$ cat config.mk
export PLATFORM = sky130hd
export DESIGN_NAME = simple_top_ip_parity_init
export DESIGN_NICKNAME = d
export VERILOG_FILES = /design/src/rtl/simple_top_ip_parity_init.sv
export SDC_FILE = /design/constraint.sdc
export NUM_CORES = 1
export LEC_CHECK = 0
export CORE_ASPECT_RATIO = 0.5
export CORE_MARGIN = 2
export CORE_UTILIZATION = 28
export CTS_CLUSTER_SIZE = 28
export DETAILED_ROUTE_END_ITERATION = 7
export GPL_TIMING_DRIVEN = 0
export PLACE_DENSITY = 0.79
export SLEW_MARGIN = 15
export SYNTH_ARGS = -nofsm -noshare
export SYNTH_HDL_FRONTEND = slang
export SYNTH_SLANG_ARGS = --single-unit
$ cat constraint.sdc
create_clock -name ACLK -period 1.8 [get_ports ACLK]
set_clock_uncertainty 0.2 [all_clocks]
set_input_delay 0.18 -clock ACLK [delete_from_list [all_inputs] [get_ports ACLK]]
set_output_delay 0.18 -clock ACLK [all_outputs]
set_load 0.05 [all_outputs]
$ cat src/rtl/simple_top_ip_parity_init.sv
// Initiator-side parity for the SIMPLE_TOP bus: generates outgoing parity, checks
// returning read data, and hosts an edge-armed fault-injection FSM.
module simple_top_ip_parity_init #(
    parameter int ADDR_W      = 32,
    parameter int DATA_W      = 64,
    parameter int CNT_W       = 8,
    parameter int SYNC_STAGES = 2
) (
    input  logic              ACLK,
    input  logic              RESET_ACLK,
    input  logic              ENERR,
    input  logic              FIERR,
    input  logic              ERR_CLR,
    input  logic [ADDR_W-1:0] WADDR_DATA,
    input  logic              WADDR_VALID,
    output logic              WADDR_PARITY,
    input  logic [DATA_W-1:0] WDATA_DATA,
    input  logic              WDATA_VALID,
    output logic              WDATA_PARITY,
    input  logic [ADDR_W-1:0] RADDR_DATA,
    input  logic              RADDR_VALID,
    output logic              RADDR_PARITY,
    input  logic [DATA_W-1:0] RDATA_DATA,
    input  logic              RDATA_PARITY,
    input  logic              RDATA_VALID,
    output logic              ERR_RDATA_PARITY,
    output logic              ERR_RDATA_PARITY_B,
    output logic              ERR_STICKY,
    output logic [CNT_W-1:0]  ERR_CNT
);

    // Bit 1 = write-address injection pending, bit 0 = read-data injection pending.
    typedef enum logic [1:0] {
        S_IDLE    = 2'b00,
        S_RX_ONLY = 2'b01,
        S_TX_ONLY = 2'b10,
        S_ARMED   = 2'b11
    } state_t;

    localparam logic [CNT_W-1:0] CNT_ONE = 1;

    function automatic logic [CNT_W-1:0] sat_inc(input logic [CNT_W-1:0] v);
        return (&v) ? v : v + CNT_ONE;
    endfunction

    logic [SYNC_STAGES-1:0] r_en_sync;
    logic [SYNC_STAGES-1:0] r_fi_sync;
    logic                   r_fi_q;
    state_t                 r_state;
    state_t                 w_next;
    logic                   r_err;
    logic                   r_sticky;
    logic [CNT_W-1:0]       r_cnt;

    logic w_en_s;
    logic w_fi_s;
    logic w_fi_edge;
    logic w_tx_inj;
    logic w_rx_inj;
    logic w_mis;

    assign w_en_s    = r_en_sync[SYNC_STAGES-1];
    assign w_fi_s    = r_fi_sync[SYNC_STAGES-1];
    assign w_fi_edge = w_fi_s & ~r_fi_q;
    assign w_tx_inj  = r_state[1] & WADDR_VALID;
    assign w_rx_inj  = r_state[0] & RDATA_VALID;

    assign WADDR_PARITY = (WADDR_VALID & (^WADDR_DATA)) ^ w_tx_inj;
    assign WDATA_PARITY = WDATA_VALID & (^WDATA_DATA);
    assign RADDR_PARITY = RADDR_VALID & (^RADDR_DATA);

    assign w_mis = RDATA_VALID & ((^RDATA_DATA) ^ RDATA_PARITY ^ w_rx_inj);

    always_ff @(posedge ACLK) begin
        if (RESET_ACLK) begin
            r_en_sync <= '0;
            r_fi_sync <= '0;
            r_fi_q    <= 1'b0;
        end else begin
            r_en_sync <= {r_en_sync[SYNC_STAGES-2:0], ENERR};
            r_fi_sync <= {r_fi_sync[SYNC_STAGES-2:0], FIERR};
            r_fi_q    <= w_fi_s;
        end
    end

    always_ff @(posedge ACLK) begin
        if (RESET_ACLK) r_state <= S_IDLE;
        else            r_state <= w_next;
    end

    // A new request re-arms both bits even if a beat consumes one this cycle.
    always_comb begin
        w_next = r_state;
        if (w_fi_edge) begin
            w_next = S_ARMED;
        end else begin
            case (r_state)
                S_ARMED:   w_next = state_t'({~w_tx_inj, ~w_rx_inj});
                S_TX_ONLY: if (w_tx_inj) w_next = S_IDLE;
                S_RX_ONLY: if (w_rx_inj) w_next = S_IDLE;
                default:   w_next = S_IDLE;
            endcase
        end
    end

    always_ff @(posedge ACLK) begin
        if (RESET_ACLK) begin
            r_err    <= 1'b0;
            r_sticky <= 1'b0;
            r_cnt    <= '0;
        end else begin
            r_err <= w_mis & w_en_s;
            if (r_err) begin
                r_sticky <= 1'b1;
                r_cnt    <= ERR_CLR ? CNT_ONE : sat_inc(r_cnt);
            end else if (ERR_CLR) begin
                r_sticky <= 1'b0;
                r_cnt    <= '0;
            end
        end
    end

    assign ERR_RDATA_PARITY   = r_err;
    assign ERR_RDATA_PARITY_B = ~r_err;
    assign ERR_STICKY         = r_sticky;
    assign ERR_CNT            = r_cnt;

endmodule

==> summary.md, run 1 <==
| Metric | Value |
|---|---|
| Die area | `0.00915 mm^2` |
| Setup TNS | `-0.729 ns` |
| RSZ-0062 raised after global routing | `true` |
| Status | `finished, violations left` |
| Max stage delay on crit path | `0.33 ns` |
| Clock Latency Late Sink | `0.24 ns` |
| Largest net degree at the start of global routing | `11` |
| Sw Ratio | `36.3%` |
| CP Launch Type | `register` |
| Tot GR Track Use | `14.2%` |
| DRT antenna net count | `0` |
| Logic pwr share | `74.9%` |
| Global-route wire length before repair | `10.5 mm` |
| Post-synth EDFFs | `0` |
| Part of the Yosys area used for sequential elements | `14.5%` |
| TritonCTS clock tree | `yes` |
| CTS Buf Count | `3` |
| Switch Pwr | `1210 uW` |
| Inst Count DP | `593` |
| Critical path class | `reg2out` |
| I/O pins | `216` |
| Drt drc | `0` |
| Synth cell types | `23` |
| Grt ovf | `0` |
| IO Port Bufs | `215` |
| Reg power frac | `12.0%` |
| Vias per std cell | `3.97` |
| Endpoint type of the worst setup path | `output pin` |
| Crit path cell chain | `xnor2_2 -> xnor2_2 -> xnor2_2 -> xnor2_1 -> xnor2_1 -> xnor2_1 -> and2_4 -> buf_8` |
| Syn_nets | `469` |
| Finish-stage setup viols | `2` |
| CP Data Required Time | `1.42 ns` |
| Highest clock rate | `0.454 GHz` |
| Vias in the first global route | `2391` |
| HPWL Detailed | `6.17 mm` |
| Flops & latches, synth | `17` |
| Fin nets | `690` |
| Routed vias | `2379` |
| Synth Flop Type | `dfxtp_1` |
| Final hold viol count | `0` |
| Iteration-0 DRC Markers | `38` |
| Multi-input gate area | `0.00234 mm^2` |
| Peak supply drop | `0.000456 V` |
| Period Utilization, post-route | `122%` |
| FP Rows | `23` |
| Leakage dissipation | `0.00234 uW` |
| Setup ws final | `-0.404 ns` |
| Max-slew violations | `0` |
| Syn. warnings | `0` |
| Die height | `68.7 um` |
| Cell area after layout | `0.00485 mm^2` |
| Reg area | `345 um^2` |
| Ratio of cells with drive above 1 in the final layout | `25.3%` |
| Max FO, Critical Path | `2` |
| Worst hold-check path type | `reg2reg` |
| Gpl congestion | `0.705` |
| Worst-Margin Slew | `0.510 ns` |
| Asr flop ratio synth | `0%` |
| Synthesized area | `0.00234 mm^2` |
| Power Density | `688 mW/mm^2` |
| Clock Path Buffers | `2` |
| Core Region | `0.00806 mm^2` |
| CTS root buf | `clkbuf_16` |
| Power share of the clock group | `13.1%` |
| Cell-internal power | `2120 uW` |
| Initial Utilization | `29.1%` |
| Post-synthesis cell count | `266` |
| Total power draw | `3340 uW` |
| Worst path bufs/invs | `1` |
| Clock transition at the registers of the reported paths | `0.05 ns` |
| CP top delay family | `XOR/XNOR gates` |
| Initial antenna violation count | `1` |
| Maxcap violations | `0` |
| Detailed Route WL | `7.11 mm` |
| Period minus WS final | `2.20 ns` |
| CTS sink cnt | `17` |
| Finished Layout Cells | `599` |
| Violated checks | `setup timing` |
| Worst path slowest cell | `dfxtp_2` |
| CP Data Arrival Time | `1.82 ns` |
| Die Width | `133 um` |
| FILL cells | `737` |
| Slew HR | `65.9%` |
| Area Growth Syn to Fin | `107%` |
| Drt pass-1 iters | `3` |
| Post-Syn Area per Cell | `8.80 um^2` |
| CTS H-tree depth | `1` |
| Area after DPL | `0.00464 mm^2` |
| Routed length per instance | `11.9 um` |
[cell type report]
type,instances,area share [%]
repair buffers,216,39.6
multi-input cells,244,48.3
diodes,1,0.0516
plain buffers,2,0.155
well taps,112,2.89
clock inverters,1,0.103
flip-flops and latches,17,7.12
inverters,3,0.232
clock buffers,3,1.55
[power groups by stage]
| stage | Clock [uW] | Sequential, uW | Combinational [uW] |
|---|---|---|---|
| 2_1_floorplan | 0 | 427 | 1620 |
| 3_3_place_gp | 0 | 408 | 2390 |
| 3_5_place_dp | 0 | 408 | 2410 |
| 4_1_cts | 447 | 401 | 2490 |
| 5_1_grt | 462 | 403 | 2680 |
| 6_report | 437 | 400 | 2500 |
[flip-flops by register name (all words and copies together), names as in the netlist]
name	cells
ERR_CNT	8
r_en_sync	2
r_fi_sync	2
r_state	2
ERR_RDATA_PARITY	1
ERR_STICKY	1
r_fi_q	1
[cell usage after synthesis, types with 2 or more instances]
cell type  number  area, um^2
nor2b_1         5        31.3
xnor2_1       174        1520
o21ai_0         2        10.0
dfxtp_1        17         340
nand2b_1        4        25.0
nor2_1          8        30.0
nand2_1         7        26.3
and2_1          3        18.8
inv_1           3        11.3
clkbuf_1        2        7.51
a21oi_1         7        35.0
xor2_1         19         166
nand3_1         5        25.0
[worst paths after layout]
kind / from / endpoint / slack (ns) / cells past startpoint
max: r_state[1]$_SDFFE_PP0P_ / WADDR_PARITY / -0.40 / 8
min reg2reg: r_en_sync[0]$_SDFF_PP0_ / r_en_sync[1]$_SDFF_PP0_ / 0.24 / 1
max reg2reg: ERR_CNT[0]$_SDFFE_PP0P_ / ERR_CNT[3]$_SDFFE_PP0P_ / 0.12 / 7
min: r_en_sync[0]$_SDFF_PP0_ / r_en_sync[1]$_SDFF_PP0_ / 0.24 / 1
[worst register-to-register path, delay by kind of cell, from the launching register on]
kind | cells | cell delay [ns]
flops | 1 | 0.34
simple gates | 4 | 0.44
xor+xnor | 1 | 0.13
fa+ha+maj | 1 | 0.25
buf+inv | 1 | 0.19
[placed cells by master, fill, tap and decap left out, drive strengths merged, types with 2 or more instances in the layout]
master | netlist | layout
and2 | 3 | 3
clkbuf | 2 | 11
nor2 | 8 | 8
nand2b | 4 | 4
xor2 | 19 | 19
dlymetal6s2s | 0 | 40
dlygate4sd2 | 0 | 73
nor2b | 5 | 5
inv | 3 | 3
o21ai | 2 | 2
clkdlybuf4s15 | 0 | 12
a21oi | 7 | 7
nand2 | 7 | 7
nand3 | 5 | 5
clkdlybuf4s50 | 0 | 27
xnor2 | 174 | 174
dfxtp | 17 | 17
buf | 0 | 58
[metrics by stage]
| stage | setup slack, ns | hold slack (ns) | utilization [%] |
|---|---|---|---|
| after detailed placement | -1.19 | 0.227 | 57.6 |
| after global placement | -1.17 | 0.217 | 57.6 |
| after floorplan | -0.0678 | 0.108 | - |
| after CTS | -0.436 | 0.239 | 56.7 |
| after global routing | -0.505 | 0.267 | 60.2 |
| final | -0.404 | 0.240 | 60.2 |
[repair_timing]
item | 4_1_cts | 5_1_grt
endpoints found under the setup margin | 11 | 7
pin swaps | 154 | 79
buffers inserted | 0 | 1
hold buffers | 0 | 0
resized for setup | 351 | 81
[logic make-up (layout without fill, tap and decap cells)]
| logic type | count (synthesis) | in the layout | synth area share, % |
|---|---|---|---|
| other | 0 | 1 | 0 |
| buffers and inverters | 5 | 225 | 0.802 |
| AO/OA/AOI/OAI | 12 | 12 | 2.83 |
| AND/OR/NAND/NOR | 37 | 37 | 8.12 |
| XOR/XNOR | 194 | 194 | 73.2 |
| flip-flops | 17 | 17 | 14.5 |
| adder cells (fa/ha/maj) | 1 | 1 | 0.534 |
[routing by layer]
metal | routed length, um | GRT usage (%) | vias up
met5 | 0 | 0 | -
met4 | 46 | 2.53 | 0
met3 | 398 | 2.27 | 4
met2 | 4330 | 31.3 | 73
met1 | 2330 | 14.7 | 1036
li1 | - | - | 1266
No activity file was read; power rests on OpenSTA's default activity.
==> run 2, diff against run 1 <==
--- a/config.mk
+++ b/config.mk
@@ -8,6 +8,7 @@
 export CORE_ASPECT_RATIO = 0.5
 export CORE_MARGIN = 2
 export CORE_UTILIZATION = 28
+export CTS_CLUSTER_DIAMETER = 100
 export CTS_CLUSTER_SIZE = 28
 export DETAILED_ROUTE_END_ITERATION = 7
 export GPL_TIMING_DRIVEN = 0
==> results of run 2 <==
Final layout, timing and power as in run 1 (identical DEF).
